--- src/rtl/io_serializer.sv ---
// Serial transmitter for mem_mesh io port words: FIFO-buffered, start/data/stop
// framing with a latched per-frame bit period, free-space report on frame end.
module io_serializer #(
  parameter int unsigned DATA_WIDTH = 16,
  parameter int unsigned FIFO_DEPTH = 4,
  parameter int unsigned DIV_WIDTH  = 16
) (
  input  logic                  clk,
  input  logic                  rst_n,
  input  logic                  port_active,
  input  logic [DATA_WIDTH-1:0] port_data,
  input  logic [DIV_WIDTH-1:0]  divider,
  output logic                  pin_out,
  output logic                  busy,
  output logic                  overflow,
  output logic                  status_active,
  output logic [DATA_WIDTH-1:0] status_data
);

  localparam int unsigned PTR_W = (FIFO_DEPTH > 1) ? $clog2(FIFO_DEPTH) : 1;
  localparam int unsigned CNT_W = PTR_W + 1;
  localparam int unsigned IDX_W = (DATA_WIDTH > 1) ? $clog2(DATA_WIDTH) : 1;

  typedef enum logic [1:0] {
    IDLE,
    START,
    DATA,
    STOP
  } state_t;

  state_t                state, state_nx;

  logic [DATA_WIDTH-1:0] mem [FIFO_DEPTH];
  logic [PTR_W-1:0]      rd_ptr, wr_ptr;
  logic [CNT_W-1:0]      count, count_nx;
  logic                  full, empty, push, pop;

  logic [DATA_WIDTH-1:0] shift, shift_nx;
  logic [DIV_WIDTH-1:0]  div_lat, div_nx;
  logic [DIV_WIDTH-1:0]  cnt, cnt_nx;
  logic [IDX_W-1:0]      idx, idx_nx;
  logic                  bit_end, frame_end;

  logic                  pin_d, busy_d, ovf_d, sact_d;
  logic [DATA_WIDTH-1:0] sdata_d;

  assign full     = (count == CNT_W'(FIFO_DEPTH));
  assign empty    = (count == '0);
  // A full FIFO still takes a word when the head leaves on the same edge.
  assign push     = port_active & (~full | pop);
  assign count_nx = count + CNT_W'(push) - CNT_W'(pop);
  assign bit_end  = (cnt == div_lat);

  always_ff @(posedge clk) begin
    if (!rst_n) begin
      state         <= IDLE;
      rd_ptr        <= '0;
      wr_ptr        <= '0;
      count         <= '0;
      shift         <= '0;
      div_lat       <= '0;
      cnt           <= '0;
      idx           <= '0;
      pin_out       <= 1'b1;
      busy          <= 1'b0;
      overflow      <= 1'b0;
      status_active <= 1'b0;
      status_data   <= DATA_WIDTH'(FIFO_DEPTH);
    end else begin
      state         <= state_nx;
      count         <= count_nx;
      shift         <= shift_nx;
      div_lat       <= div_nx;
      cnt           <= cnt_nx;
      idx           <= idx_nx;
      if (pop)  rd_ptr <= rd_ptr + PTR_W'(1);
      if (push) wr_ptr <= wr_ptr + PTR_W'(1);
      pin_out       <= pin_d;
      busy          <= busy_d;
      overflow      <= ovf_d;
      status_active <= sact_d;
      status_data   <= sdata_d;
    end
  end

  always_ff @(posedge clk) begin
    if (rst_n && push) mem[wr_ptr] <= port_data;
  end

  always_comb begin
    state_nx  = state;
    shift_nx  = shift;
    div_nx    = div_lat;
    cnt_nx    = cnt;
    idx_nx    = idx;
    pop       = 1'b0;
    frame_end = 1'b0;
    case (state)
      IDLE: begin
        if (!empty) begin
          pop      = 1'b1;
          shift_nx = mem[rd_ptr];
          div_nx   = divider;
          cnt_nx   = '0;
          state_nx = START;
        end
      end
      START: begin
        if (bit_end) begin
          cnt_nx   = '0;
          idx_nx   = '0;
          state_nx = DATA;
        end else begin
          cnt_nx = cnt + DIV_WIDTH'(1);
        end
      end
      DATA: begin
        if (bit_end) begin
          cnt_nx   = '0;
          shift_nx = shift >> 1;
          idx_nx   = idx + IDX_W'(1);
          if (idx == IDX_W'(DATA_WIDTH - 1)) state_nx = STOP;
        end else begin
          cnt_nx = cnt + DIV_WIDTH'(1);
        end
      end
      STOP: begin
        if (bit_end) begin
          frame_end = 1'b1;
          cnt_nx    = '0;
          // Chain straight into the next start bit so queued frames leave no idle gap.
          if (!empty) begin
            pop      = 1'b1;
            shift_nx = mem[rd_ptr];
            div_nx   = divider;
            state_nx = START;
          end else begin
            state_nx = IDLE;
          end
        end else begin
          cnt_nx = cnt + DIV_WIDTH'(1);
        end
      end
      default: state_nx = IDLE;
    endcase
  end

  // Outputs are registered from next-cycle values so they line up with the state.
  always_comb begin
    pin_d = 1'b1;
    case (state_nx)
      IDLE:    pin_d = 1'b1;
      START:   pin_d = 1'b0;
      DATA:    pin_d = shift_nx[0];
      STOP:    pin_d = 1'b1;
      default: pin_d = 1'b1;
    endcase
    busy_d  = (state_nx != IDLE) | (count_nx != '0);
    ovf_d   = port_active & full & ~pop;
    sact_d  = frame_end;
    sdata_d = DATA_WIDTH'(FIFO_DEPTH) - DATA_WIDTH'(count_nx);
  end

endmodule

--- config.mk ---
export PLATFORM = sky130hd
export DESIGN_NAME = io_serializer
export DESIGN_NICKNAME = d
export VERILOG_FILES = /design/src/rtl/io_serializer.sv
export SDC_FILE = /design/constraint.sdc
export NUM_CORES = 1
export LEC_CHECK = 0
export ABC_AREA = 0
export CELL_PAD_IN_SITES_DETAIL_PLACEMENT = 1
export CELL_PAD_IN_SITES_GLOBAL_PLACEMENT = 1
export CORE_MARGIN = 4
export CORE_UTILIZATION = 50
export CTS_CLUSTER_SIZE = 25
export DETAILED_ROUTE_END_ITERATION = 8
export PLACE_DENSITY_LB_ADDON = 0.08
export SLEW_MARGIN = 20
export SYNTH_ARGS = -nofsm -noshare
export SYNTH_HDL_FRONTEND = slang
export SYNTH_SLANG_ARGS = --single-unit
--- constraint.sdc ---
create_clock -name clk -period 5.2 [get_ports clk]
set_input_delay 0.52 -clock clk [delete_from_list [all_inputs] [get_ports clk]]
set_output_delay 0.52 -clock clk [all_outputs]
set_load 0.005 [all_outputs]
==> results of run 1 <==
power groups by stage:
| stage | registers [uW] | logic [uW] | clock network, uW |
|---|---|---|---|
| 2_1_floorplan | 1410 | 1130 | 0 |
| 3_3_place_gp | 1450 | 1410 | 0 |
| 3_5_place_dp | 1460 | 1460 | 0 |
| 4_1_cts | 1440 | 1480 | 1260 |
| 5_1_grt | 1470 | 1640 | 1310 |
| 6_report | 1440 | 1470 | 1230 |
state kept, by name (all words and copies together), names as in the netlist, 2 cells and up, named ones only:
signal       count
rd_ptr           2
state            2
div_lat         16
shift           16
idx              4
wr_ptr           2
status_data      4
count            2
mem             64
cnt             16
path summary, 6_finish.rpt:
check / end / slack (ps) / cells after the start
max: status_data[2]$_SDFF_PN1_ / 1790 / 14
min: shift[4]$_SDFFE_PN0P_ / 490 / 1
max reg2reg: status_data[2]$_SDFF_PN1_ / 1790 / 14
min reg2reg: shift[4]$_SDFFE_PN0P_ / 490 / 1
cells by family (layout without fill, tap and decap cells):
group | after synthesis | in the layout
DFF | 134 | 134
and+or+nand+nor | 117 | 117
AOI/OAI and AO/OA | 94 | 94
buffers and inverters | 55 | 100
muxes | 52 | 52
xor gates and xnor gates | 20 | 20
adders and majority gates | 19 | 19
routing by layer:
metal  vias up  routed length, um  track usage
met2        51               7126       0.3616
met4         0                217      0.07024
met5         -                  0            0
li1       1920                  -            -
met1      2020               5935       0.2628
met3        18                530      0.05742
area by class of cell:
class	count	area [sq um]	area share
clock inverter	13	175.2	0.02423
multi-input combinational	302	2505	0.3465
inverter	10	37.54	0.005193
tap	147	183.9	0.02545
sequential	134	3323	0.4598
clock buffer	19	432.9	0.05989
timing repair buffer	58	570.5	0.07893
cells in the mapped netlist, drive strengths merged, types with 2 or more instances:
cell	instances	area share
dfxtp	70	0.23
edfxtp	64	0.31
mux2i	35	0.057
nor2	34	0.021
buf	29	0.032
nand2	20	0.012
xnor2	19	0.030
ha	18	0.037
a21oi	16	0.014
clkbuf	16	0.010
mux4	16	0.059
a2bb2oi	15	0.022
o2bb2ai	14	0.020
and3	12	0.012
o21ai	12	0.010
nor3	11	0.0098
inv	10	0.0061
and2	9	0.0092
nand3	7	0.0057
nand4	7	0.0072
a311oi	6	0.0086
o311a	6	0.0098
a41oi	5	0.0072
nor4	4	0.0066
nor2b	3	0.0031
nor3b	3	0.0045
or3	3	0.0031
a211oi	2	0.0025
a21o	2	0.0025
a22oi	2	0.0025
a31oi	2	0.0020
o221a	2	0.0037
or4	2	0.0031
worst max-delay path, delay by kind of cell, from the launching register on:
family	cells	cell delay, ps
xor+xnor	3	590
fa+ha+maj	3	790
simple gates	4	630
compound gates	2	420
buf+inv	2	370
flops	1	510
through the flow:
| stage | setup slack [ps] | std cells | total power [uW] | hold slack, ps |
|---|---|---|---|---|
| after CTS | 1539 | 683 | 4188 | 489.0 |
| final | 1790 | 683 | 4144 | 491.3 |
| after detailed placement | 1590 | 651 | 2925 | 477.1 |
| after global placement | 1768 | 651 | 2855 | 470.5 |
| after global routing | 1539 | 683 | 4420 | 506.3 |
| after floorplan | 2209 | 491 | 2546 | 453.9 |
==> impl_results.md, run 1 <==
* Maximum fanout along the worst path at 24
* Total track usage at 0.2127
* Sequential area share after synthesis at 0.5440
* H-tree level count at 4
* First-pass GRT wire length at 23.27 mm
* Status: completed
* Unrepaired setup endpoints after global routing: false
* Hold buffers post-CTS at 0
* Pint at 2726 uW
* Die H at 118.5 um
* Post-Synth XOR/XNOR Area at 0.03113
* Initial Utilization at 0.5107
* Clock share of power at 0.298
* Largest family of logic cells by synthesized area: multiplexers
* Nets at 577
* Synth Instances at 491
* Grt total ovfl at 0
* Final design utilization at 0.6043
* Share of layout cells above drive strength 1 at 0.1175
* Most common cell after layout, fill and taps aside: dfxtp_1
* Final period util at 0.6558
* CTS buffer count at 17
* Worst vdd ir at 0.0003556 V
* Number of max-cap violations at 0
* Critical Path AT at 3770 ps
* Clock skew at 15.30 ps
* Worst slew pin tran at 1029 ps
* Post-synth ARST share at 0
* Post-synthesis mux area share at 0.1182
* Compound-Gate Fraction of Synth Area at 0.1180
* Crit path kind: reg -> reg
* TritonRoute pass-1 iters at 6
* Synth Register Bits at 134
* Yosys cell types at 59
* Skew-Pair Late Insertion Delay at 430 ps
* Sw Share at 0.3422
* Post-synthesis adder-cell area fraction at 0.04015
* Largest net degree at the start of global routing at 48
* Post-synth EDFFs at 64
* CP startpoint: cnt[7]$_SDFFE_PN0P_
* Reg power frac at 0.347
* Full die area at 14,050 sq um
* TritonCTS clock tree: done
* Post-cts resize count at 0
* I/O pin cnt at 55
* Finished Cell Area at 7228 sq um
* Hold Crit Class: reg -> reg
* R2r startpoint: cnt[7]$_SDFFE_PN0P_
* Clock Tree Buf Depth at 2
* RePlAce Congestion at 0.8181
* Worst slew margin at 0.3139
* Final setup viols at 0
* Post-route ant nets at 0
* Core area at 11,960 sq um
* Area after DPL at 6605 sq um
* Fmax at 293.2 MHz
* Yosys warns at 0
* Final hold vios at 0
* Chip width at 118.5 um
* Total length of routed wires at 13.81 mm
* Setup TNS at 0 ps
* Rows at 40
* Post CTS Setup Buffer Count at 0
* Most used DFF post-synth: dfxtp_1
* Vias per cell at 5.870
* CP Capture Type: flip-flop
* CTS sink count at 134
* DR vias at 4,009
* DP HPWL at 8.647 mm
* Simple-Gate Fraction of Synth Area at 0.1002
* Highest-count cells in the layout ignoring fill and taps: dfxtp_1 (70), edfxtp_1 (64), clkdlybuf4s50_1 (54)
* Clock root buffer: clkbuf_16
* DRT iter0 DRCs at 180
* P_sw at 1418 uW
* Fin crit period at 3410 ps
* Area delta synth->final at 18.33%
* Residual DRC at 0
* Filler cells at 1,143
* CP max-delay cell: dfxtp_1
* Initial antenna violation count at 2
* Avg Inst Size Synth at 12.44 sq um
* P_leak at 0.002611 uW
* Max stage delay on crit path at 510 ps
* Post-Syn Nets at 545
* Post-Syn Area at 6108 sq um
* CP Launch Type: flip-flop
* Worst Min Path Start: shift[4]$_SDFFE_PN0P_
* Number of port buffers at 54
* WL/cell at 20.22 um
* Power Density at 573.3 nW/um^2
* Clock transition at path regs at 60 ps
* Gate power share at 0.355
* Vias in the first global route at 4,381
* Max Slew Vio Count at 0
* Worst-path cell chain: xnor2_1 -> nand4_1 -> nor4_4 -> buf_4 -> a21oi_4 -> nor2_1 -> o221a_2 -> ha_1 -> inv_1 -> fa_1 -> xor2_1 -> xnor2_1 -> ha_1 -> nand2_1
* Diodes inserted at 0
* Worst Path Required at 5560 ps
No activity file was read; power rests on OpenSTA's default activity.
==> run 2, diff against run 1 <==
CORE_UTILIZATION = 42   (was 50)
clock period = 3 ns   (was 5.2 ns; I/O delays follow)
==> impl_results.md, run 2 (synthesis gave the netlist of run 1 again) <==
* Status: completed
* Worst Min Path Start: divider[15]
* Initial antenna violation count at 0 (-2)
* WL/cell at 18.77 um (-7.2%)
* Maximum fanout along the worst path at 5 (-79%)
* Total track usage at 0.1816 (-0.03114)
* P_leak at 0.002764 uW (+5.9%)
* Most common cell after layout, fill and taps aside: dfxtp_1
* Grt total ovfl at 0 (unchanged)
* Chip width at 128.6 um (+8.5%)
* Filler cells at 1,434 (+25%)
* CP max-delay cell: fa_2
* Max Slew Vio Count at 0 (unchanged)
* Core area at 14,040 sq um (+17%)
* Biggest register: mem
* Post-route ant nets at 0 (unchanged)
* Worst flop-to-flop path endpoint: status_data[2]$_SDFF_PN1_
* H-tree level count at 4 (unchanged)
* Die H at 128.6 um (+8.5%)
* Residual DRC at 0 (unchanged)
* Clock skew at 6.963 ps (-8.337 ps)
* Hold WS at 491.2 ps (-0.1790 ps)
* Top delay family on crit path: adder cells
* Clock transition at path regs at 60 ps (about the same)
* Total length of routed wires at 14.02 mm (+1.5%)
* DR vias at 4,135 (+3.1%)
* Power Density at 972.3 nW/um^2 (+70%)
* Vias per cell at 5.535 (-5.7%)
* Highest-count cells in the layout ignoring fill and taps: dfxtp_1 (69), edfxtp_1 (64), clkdlybuf4s50_1 (54)
* Share of layout cells above drive strength 1 at 0.1817 (+0.06412)
* Clock Tree Buf Depth at 2 (unchanged)
* Number of port buffers at 54 (unchanged)
* Setup TNS at 0 ps (unchanged)
* Reg2Reg Depth at 10 (-4)
* CTS buffer count at 17 (unchanged)
* Worst Hold Path Cells at 3 (+2)
* Fmax at 348.6 MHz (+19%)
* Vias in the first global route at 4,364 (-0.39%)
* RePlAce Congestion at 0.7793 (-4.7%)
* Skew-Pair Late Insertion Delay at 420 ps (about the same)
* Worst slew margin at 0.3352 (+0.02129)
* Hold Crit Class: in -> reg
* Worst-path cell chain: xnor2_2 -> nand4_1 -> nor4_4 -> buf_4 -> a21oi_4 -> nor4_1 -> fa_2 -> ha_1 -> ha_1 -> nand2_1
* First-pass GRT wire length at 23.03 mm (-1.1%)
* Clock root buffer: clkbuf_16
* TritonRoute pass-1 iters at 4 (-2)
* Fin crit period at 2869 ps (-541.3 ps)
* Total chip power at 7302 uW (+76%)
* Slack of the worst reg-to-reg path at 130 ps (-1660 ps)
* Largest net degree at the start of global routing at 48 (unchanged)
* Number of max-cap violations at 0 (unchanged)
* I/O pin cnt at 55 (unchanged)
* DRT iter0 DRCs at 253 (+41%)
* Unrepaired setup endpoints after global routing: false
* Max stage delay on crit path at 560 ps (+50 ps)
* Final hold vios at 0 (unchanged)
* R2r startpoint: div_lat[2]$_SDFFE_PN0P_
* Initial Utilization at 0.4350 (-0.07567)
* Worst slew pin tran at 993.5 ps (-35.60 ps)
* CP Capture Type: flip-flop
* Worst vdd ir at 0.0004371 V (+23%)
* Final setup viols at 0 (unchanged)
* Diodes inserted at 0 (unchanged)
* CP Launch Type: flip-flop
* DP HPWL at 9.221 mm (+6.6%)
* Bufs and invs on worst path at 1 (-1)
* Worst Path Required at 3310 ps (-2250 ps)
* Rows at 43 (+7.5%)
* WHS Endpoint: div_lat[15]$_SDFFE_PN0P_
* TritonCTS clock tree: done
* Nets at 608 (+5.4%)
* Final period util at 0.9563 (+0.3005)
* Max reg flops at 64 (unchanged)
* Full die area at 16,540 sq um (+18%)
* Critical Path AT at 3180 ps (-590 ps)
* Crit path kind: reg -> reg
* Hold buffers post-CTS at 0 (unchanged)
* CP dominant cell by count: ha_1
* CTS sink count at 134 (unchanged)
* Area delta synth->final at 22.94%
[run 2: how the worst max path moves through the flow]
| stage | start | endpoint | slack, ps | depth (start not counted) |
|---|---|---|---|---|
| final | div_lat[2]$_SDFFE_PN0P_ | status_data[2]$_SDFF_PN1_ | 130 | 10 |
| after global routing | cnt[10]$_SDFFE_PN0P_ | status_data[2]$_SDFF_PN1_ | 9 | 14 |
| after CTS | div_lat[12]$_SDFFE_PN0P_ | status_data[14]$_SDFF_PN0_ | 0.6 | 13 |
| after detailed placement | div_lat[9]$_SDFFE_PN0P_ | pin_out$_SDFF_PN1_ | -110 | 11 |
| after global placement | div_lat[9]$_SDFFE_PN0P_ | pin_out$_SDFF_PN1_ | 3 | 11 |
| after floorplan | cnt[8]$_SDFFE_PN0P_ | status_data[2]$_SDFF_PN1_ | 9 | 15 |
[run 2: power breakdown]
part	leakage, uW	total (uW)	switching [uW]	internal (uW)
clock network	0.000265	1990	780	1210
registers	0.00115	2470	224	2250
logic	0.00135	2840	1520	1320
total	0.00276	7300	2520	4780
[run 2: worst min-delay path, stage by stage]
cell	delay [ps]
clkdlybuf4s50_1	400
mux2i_1	120
nor2_1	50
[run 2: stage by stage]
stage | instance area (sq um) | utilization | setup WS (ps) | std cells
floorplan | 6108 | - | 8.530 | 491
global placement | 6849 | 0.4877 | 2.931 | 711
detailed placement | 6857 | 0.4883 | -105.0 | 711
CTS | 7456 | 0.5310 | 0.6271 | 744
global route | 7510 | 0.5348 | 9.439 | 747
finish | 7510 | 0.5348 | 131.2 | 747
[run 2: final cells by class]
cell class / count / area (sq um) / share of cell area
clock inverter: 10 / 98.84 / 0.01316
tap: 180 / 225.2 / 0.02999
multi-input combinational: 302 / 2545 / 0.3389
clock buffer: 22 / 474.2 / 0.06315
sequential: 134 / 3324 / 0.4427
timing repair buffer: 89 / 804.5 / 0.1071
inverter: 10 / 37.54 / 0.004998
[run 2: timing repair]
action                     4_1_cts  5_1_grt
resized for setup                4        7
buffers inserted                 1        2
setup endpoints to repair        3        6
gates cloned                     0        1
pin swaps                        2        5
[run 2: layer usage]
metal  vias to the layer above  part of all wire  track usage
met4                         0             0.018      0.07103
met2                        71              0.51       0.3037
li1                       1971                 -            -
met5                         -                 0            0
met1                      2076              0.43       0.2196
met3                        17             0.039      0.05687
